<file path="src/rtl/tanh_pwl_pipe.sv">
`default_nettype none
// ============================================================================
// Module   : tanh_pwl_pipe
// Brief    : 3-stage valid/ready tanh unit, piecewise-linear or hard-clamp mode.
//            Optional saturation counter enabled by TANH_PWL_SAT_STATS_EN.
// Revision : 1.0 - initial release
// ============================================================================
module tanh_pwl_pipe #(
    parameter int WIDTH = 8,
    parameter int FRAC  = 5
) (
    input  logic             clk,
    input  logic             rst_n,
    input  logic             in_valid,
    output logic             in_ready,
    input  logic [WIDTH-1:0] in_data,
    input  logic             in_mode,
    output logic             out_valid,
    input  logic             out_ready,
    output logic [WIDTH-1:0] out_data
`ifdef TANH_PWL_SAT_STATS_EN
    ,
    input  logic             sat_clr,
    output logic [15:0]      sat_count
`endif
);

    // Breakpoints and offsets in LSBs; all fit WIDTH bits since FRAC <= WIDTH-3.
    localparam logic [WIDTH-1:0] c_one    = WIDTH'(2**FRAC);
    localparam logic [WIDTH-1:0] c_half   = WIDTH'(2**(FRAC-1));
    localparam logic [WIDTH-1:0] c_two    = WIDTH'(2**(FRAC+1));
    localparam logic [WIDTH-1:0] c_eighth = WIDTH'((2**FRAC) / 8);
    localparam logic [WIDTH-1:0] c_nine16 = WIDTH'((9 * 2**FRAC) / 16);
    localparam logic [WIDTH-1:0] c_max    = WIDTH'(2**FRAC - 1);

    logic             w_en;
    logic [WIDTH-1:0] w_abs;
    logic [WIDTH-1:0] w_m;

    logic             r_v1, r_v2, r_v3;
    logic             r_s1, r_s2;
    logic             r_mode1;
    logic [WIDTH-1:0] r_a1;
    logic [WIDTH-1:0] r_m2;
    logic [WIDTH-1:0] r_y3;

    assign w_en      = ~r_v3 | out_ready;
    assign in_ready  = w_en;
    assign out_valid = r_v3;
    assign out_data  = r_y3;

    // Unsigned magnitude: the most negative input wraps to 2^(WIDTH-1), which is exact.
    assign w_abs = in_data[WIDTH-1] ? ('0 - in_data) : in_data;

    // Segment sums stay below 2*ONE, so no intermediate exceeds WIDTH bits.
    always_comb begin
        w_m = '0;
        if (r_mode1) begin
            w_m = (r_a1 >= c_one) ? c_max : r_a1;
        end else if (r_a1 < c_half) begin
            w_m = r_a1 - (r_a1 >> 3);
        end else if (r_a1 < c_one) begin
            w_m = (r_a1 >> 1) + (r_a1 >> 3) + c_eighth;
        end else if (r_a1 < c_two) begin
            w_m = (r_a1 >> 3) + (r_a1 >> 4) + c_nine16;
        end else begin
            w_m = c_max;
        end
    end

    always_ff @(posedge clk or negedge rst_n) begin
        if (!rst_n) begin
            r_v1    <= 1'b0;
            r_v2    <= 1'b0;
            r_v3    <= 1'b0;
            r_s1    <= 1'b0;
            r_s2    <= 1'b0;
            r_mode1 <= 1'b0;
            r_a1    <= '0;
            r_m2    <= '0;
            r_y3    <= '0;
        end else if (w_en) begin
            r_v1    <= in_valid;
            r_s1    <= in_data[WIDTH-1];
            r_mode1 <= in_mode;
            r_a1    <= w_abs;
            r_v2    <= r_v1;
            r_s2    <= r_s1;
            r_m2    <= w_m;
            r_v3    <= r_v2;
            r_y3    <= r_s2 ? ('0 - r_m2) : r_m2;
        end
    end

`ifdef TANH_PWL_SAT_STATS_EN
    logic w_sat;
    logic r_sat2, r_sat3;

    assign w_sat = r_mode1 ? (r_a1 >= c_one) : (r_a1 >= c_two);

    always_ff @(posedge clk or negedge rst_n) begin
        if (!rst_n) begin
            r_sat2 <= 1'b0;
            r_sat3 <= 1'b0;
        end else if (w_en) begin
            r_sat2 <= w_sat;
            r_sat3 <= r_sat2;
        end
    end

    // Clear wins over a same-cycle increment; the count sticks at all-ones.
    always_ff @(posedge clk or negedge rst_n) begin
        if (!rst_n) begin
            sat_count <= 16'h0000;
        end else if (sat_clr) begin
            sat_count <= 16'h0000;
        end else if (r_v3 && out_ready && r_sat3 && (sat_count != 16'hFFFF)) begin
            sat_count <= sat_count + 16'h0001;
        end
    end
`endif

endmodule
`default_nettype wire

</file>
<file path="config.mk">
export PLATFORM = sky130hd
export DESIGN_NAME = tanh_pwl_pipe
export DESIGN_NICKNAME = d
export VERILOG_FILES = /design/src/rtl/tanh_pwl_pipe.sv
export SDC_FILE = /design/constraint.sdc
export NUM_CORES = 1
export LEC_CHECK = 0
export ABC_AREA = 1
export CORE_ASPECT_RATIO = 0.8
export CORE_UTILIZATION = 58
export DETAILED_ROUTE_END_ITERATION = 8
export PLACE_DENSITY = 0.8
export REMOVE_ABC_BUFFERS = 1
export SLEW_MARGIN = 20
export SYNTH_ARGS = -nofsm -noshare
export SYNTH_HDL_FRONTEND = slang
export SYNTH_SLANG_ARGS = --single-unit
export TNS_END_PERCENT = 20
</file>
<file path="constraint.sdc">
create_clock -name clk -period 2.8 [get_ports clk]
set_input_delay 0.84 -clock clk [delete_from_list [all_inputs] [get_ports clk]]
set_output_delay 0.84 -clock clk [all_outputs]
set_load 0.005 [all_outputs]
</file>
# Word-level counts from Yosys, hierarchy flattened
# Cells that the tools add are included.
# word_totals
output_inout_bits,10
memories,0
romBits,0
inputBits,13
latchBits,0
mem_bits_rw,0
register_bits,30
# op_classes
mux,7
addsub,7
n_eq_ne,0
n_bitwise,2
magnitude_cmp,4
n_div,0
multipliers,0
n_reduce_logical,0
shifts,0
# ops
op,n
2-to-1 mux 8 bit,6
subtractor 1 x 8 -> 8 bit (first input constant),2
adder 7 x 5 -> 8 bit,1
adder 8 x 3 -> 8 bit (second input constant),1
greater-or-equal comparator 8 x 6 -> 1 bit (second input constant),1
< comparator 8 x 5 -> 1 bit (second input constant),1
< comparator 8 x 6 -> 1 bit (second input constant),1
< comparator 8 x 7 -> 1 bit (second input constant),1
subtractor 8 x 5 -> 8 bit,1
adder 6 x 5 -> 7 bit (second input constant),1
2-to-1 mux 7 bit,1
adder 5 x 4 -> 6 bit,1
NOT 1 bit,1
OR 1 bit,1

# Longest topological paths before layout
# depth
ltp_word,6
mapped_depth,16
mapped_depth_nobuf,16

# Least setup slack after synthesis
# OpenSTA, ideal clock, no wires.
# synth_timing
path_type,register to register
from,reg r_a1[4]
to,reg r_m2[5]
stages_incl_launch_ff,17
required_time_ns,2.735
setup_slack_ns,0.658
t_arrival_ns,2.077
path_cell_list,dfrtp_1 > inv_1 > ha_1 > inv_1 > ha_1 > fa_1 > nand2_1 > nand2_1 > nand2_1 > o21ai_0 > o21ai_0 > nand2_1 > nand2_1 > nand2_1 > nand2_1 > nand2_1 > nand2_1
# synth_via
elab_chain_len,6
elab_cells_between_ends,14
cone_classes,add/sub: 5; order compare: 4; mux: 5
# synth_rtl
element,line_no,source
start: declaration,43,logic [WIDTH-1:0] r_a1;
start signal: assignment,86,r_a1 <= w_abs;
adder 5 x 4 -> 6 bit,65,w_m = (r_a1 >> 3) + (r_a1 >> 4) + c_nine16;
adder 6 x 5 -> 7 bit,65,
2-to-1 mux 7 bit,64,end else if (r_a1 < c_two) begin
2-to-1 mux 8 bit,62,end else if (r_a1 < c_one) begin
2-to-1 mux 8 bit,60,end else if (r_a1 < c_half) begin
2-to-1 mux 8 bit (*),58,if (r_mode1) begin
end signal: assignment,89,r_m2 <= w_m;
end: declaration,44,logic [WIDTH-1:0] r_m2;
# Mark *: on every way between the ends. The rest lies on a longest branch, timed or not.
# A chain may end at the register's enable or synchronous reset.

# Worst setup path after layout
# layout_timing
from,in out_ready
to,out in_ready
# layout_via
elab_chain_len,1
# layout_rtl
element,line_no,source
start: declaration,19,"input logic out_ready,"
OR 1 bit,47,assign w_en = ~r_v3 | out_ready;
end: declaration,15,"output logic in_ready,"
# Every way passes these cells.

==> qor.txt <==
================================================================================
Die height                                                               60.5 µm
# Max-Cap Violations                                                           0
Post-route worst hold slack                                             0.455 ns
Setup repair after global routing missed its margin                        false
Boundary Pins                                                                 23
Clock-pin slew on the worst setup and hold paths                         0.06 ns
Number of global-route vias before repair                                   2051
Wire length of the first global-routing pass                             9350 µm
Maximum fanout count along the critical path                                   2
Post-layout power                                                        2.59 mW
Number of instances in the synthesized netlist                               332
Insertion delay to the later sink of the worst-skew pair                 0.29 ns
Critical path arrival                                                    1.91 ns
WL/cell                                                                  13.8 µm
# clock sinks                                                                 30
Most frequent cell on the critical path                             sky130_fd_sc_hd__clkdlybuf4s50_1
Clock H-tree levels                                                            2
P&R area growth vs syn                                                     14.6%
N_diodes                                                                       0
Maximum clock path buffer count                                                2
Async set-reset flop share out of synthesis                                 100%
Routed Wire Length                                                       5700 µm
Effective utilization at floorplan                                         62.7%
Post-synth design cell area                                             2480 µm²
Result of the run                                                   finished, final reports clean
Kind of capture point of the worst setup path                        output port
Hold_buf cts                                                                   0
CTS buffer count                                                               5
Max-slew headroom                                                          74.8%
Floorplan die width                                                      75.1 µm
List of most frequent post-synthesis cells                          sky130_fd_sc_hd__nand2_1 (86), sky130_fd_sc_hd__inv_1 (39), sky130_fd_sc_hd__dfrtp_1 (30), sky130_fd_sc_hd__ha_1 (30), sky130_fd_sc_hd__nand3_1 (25)
1st-iter DRT viols                                                           176
Pin count of the biggest net entering global routing                          38
Worst slew pin tran                                                     0.378 ns
Buffering stage count on the worst path with inverters included                3
Most frequent cell after synthesis                                  sky130_fd_sc_hd__nand2_1
Via count                                                                   2263
Proportion of synthesized chip area in sequential cells                    30.3%
Most Used Layer, Global Route                                               met2
Startpoint types                                                      input port
Global Route met3 Usage                                                    5.65%
Post-Route Skew                                                       0.00362 ns
Router iterations before antenna repair                                        4
Number of antenna violations at the first check in global routing              0
Final setup violation count                                                    0
Cells taking the most area after synthesis                          sky130_fd_sc_hd__dfrtp_1 (30%), sky130_fd_sc_hd__ha_1 (15%), sky130_fd_sc_hd__nand2_1 (13%)
Grt met2 use                                                               42.3%
Met1 Use GR                                                                39.6%
Max VDD drop                                                          0.000458 V
Yosys synthesis warning count                                                  0
Number of instances resized during post-cts repair                             0
Average size of a mapped cell                                           7.46 µm²
CP max stage cell                                                   sky130_fd_sc_hd__clkdlybuf4s50_1
Share of cells above drive strength 1                                      8.08%
Kind of critical path                                               input port to output port
Final routed DRC violation total                                               0
Clock tree from TritonCTS                                                  built
Achievable frequency                                                   0.364 GHz
Largest stage delay, worst path                                          0.49 ns
Hold violation total from the final report                                     0
Series of cell instances along the critical path                    clkdlybuf4s50_1 -> nor2_2 -> inv_2 -> clkdlybuf4s50_1
Final Max Tran Viols                                                           0
Total grt overflow                                                             0
Count of input and output buffers                                             22
Antenna Violating Nets Remaining                                               0
Post-layout min period                                                   2.75 ns
Number of nets at the end of the flow                                        405
Critical path's top delay family                                    buffers and inverters
Leading area contributor after synthesis                            sky130_fd_sc_hd__dfrtp_1
Fraction of synthesized cell area taken by the top area cell type          30.3%
Post CTS Setup Buffer Count                                                    0
PwrDens                                                               913 nW/µm²
Part of the cycle the worst path needs                                     98.1%
Die area                                                                4540 µm²
Placed wire-length estimate after detailed placement                     4340 µm
Total leakage power                                                      1.44 nW
Total core area                                                         3950 µm²
Via-per-instance ratio                                                      5.47
Class of the worst hold path                                        flip-flop to flip-flop
Global router's overall resource usage                                     28.0%
Count of state elements after synthesis                                       30
Prevailing post-synth register cell                                 sky130_fd_sc_hd__dfrtp_1
Last weighted congestion value of the routability-driven placer            0.949
Standard-cell row count                                                       20
Layout filler cell count                                                     344
Cell chosen for the clock root                                      sky130_fd_sc_hd__clkbuf_8
Data required, critical path                                             1.96 ns
Post-synth EDFFs                                                               0
Yosys cell types                                                              34
Aggregate negative setup slack                                              0 ns
================================================================================
==> final timing paths <==
path	slack, ns	end	depth (start not counted)	startpoint
min reg2reg	0.45	out_valid	2	r_v2
max	0.05	in_ready	4	out_ready
min	0.45	out_valid	2	r_v2
max in group asynchronous	1.58	r_a1[4]	2	rst_n
min in group asynchronous	0.94	r_m2[7]	2	rst_n
max reg2reg	0.30	r_m2[3]	12	r_a1[4]
==> stage by stage <==
| stage | instance area (µm²) | setup WS, ns | util [%] | cells |
|---|---|---|---|---|
| 4_1_cts | 2840 | 0.0541 | 71.8 | 414 |
| 3_3_place_gp | 2760 | 0.0559 | 69.8 | 407 |
| 5_1_grt | 2840 | 0.0410 | 71.8 | 414 |
| 2_1_floorplan | 2420 | 0.122 | - | 323 |
| 6_report | 2840 | 0.0537 | 71.8 | 414 |
| 3_5_place_dp | 2760 | 0.0610 | 69.8 | 407 |
==> kinds of logic (layout without fill, tap and decap cells) <==
family | count (synthesis) | count (layout) | synth area share (%)
buf+inv | 54 | 81 | 9.19
compound gates | 58 | 58 | 13.5
fa+ha+maj | 33 | 33 | 17.6
xor+xnor | 14 | 14 | 4.95
simple gates | 143 | 143 | 24.4
flops | 30 | 30 | 30.3
==> power by group <==
part           leakage [nW]  switching, mW  internal, mW
Sequential            0.356          0.157         0.599
Combinational          1.04          0.864         0.641
Clock                0.0438          0.164         0.166
Total                  1.44           1.18          1.41
==> worst reg2reg max path, delay by kind of cell (launching register included) <==
family / cells / cell delay (ns)
AO/OA/AOI/OAI: 3 / 0.45
flip-flops: 1 / 0.47
adder cells (fa/ha/maj): 3 / 0.97
buffers and inverters: 2 / 0.21
AND/OR/NAND/NOR: 4 / 0.33
==> placed cells by master (no fill, tap or decap), types with 2 or more instances in the layout <==
cell and count:
sky130_fd_sc_hd__a21oi_1 13, sky130_fd_sc_hd__a21oi_2 3, sky130_fd_sc_hd__buf_4 7, sky130_fd_sc_hd__clkbuf_8 5, sky130_fd_sc_hd__clkdlybuf4s50_1 22, sky130_fd_sc_hd__clkinv_2 2, sky130_fd_sc_hd__dfrtp_1 30, sky130_fd_sc_hd__fa_1 3
sky130_fd_sc_hd__ha_1 30, sky130_fd_sc_hd__inv_1 39, sky130_fd_sc_hd__inv_2 6, sky130_fd_sc_hd__nand2_1 86, sky130_fd_sc_hd__nand3_1 25, sky130_fd_sc_hd__nand3b_1 2, sky130_fd_sc_hd__nand4_1 2, sky130_fd_sc_hd__nor2_1 20
sky130_fd_sc_hd__nor3_1 3, sky130_fd_sc_hd__o21ai_0 22, sky130_fd_sc_hd__o21ai_1 9, sky130_fd_sc_hd__o22ai_1 2, sky130_fd_sc_hd__o31ai_1 3, sky130_fd_sc_hd__xnor2_1 2, sky130_fd_sc_hd__xor2_1 12
==> flip-flops by register name, summed over array words and instances (netlist names) <==
signal,flops
out_data,8
out_valid,1
r_a1,8
r_m2,8
r_mode1,1
r_s1,1
r_s2,1
r_v1,1
r_v2,1
==> per-layer routing <==
layer / up-vias / part of all wire (%)
met5: - / 0
met4: 0 / 1.5
met1: 1022 / 47
met3: 15 / 7.5
li1: 1135 / -
met2: 91 / 44
==> area by class of cell <==
class | instances | area [µm²] | share of cell area [%]
inverters | 45 | 169 | 5.95
multi-input cells | 248 | 1500 | 52.8
flip-flops and latches | 30 | 751 | 26.4
repair buffers | 29 | 273 | 9.61
well taps | 55 | 68.8 | 2.42
clock inverters | 2 | 10.0 | 0.353
clock buffers | 5 | 68.8 | 2.42
Power figures use the tool's default switching activity.
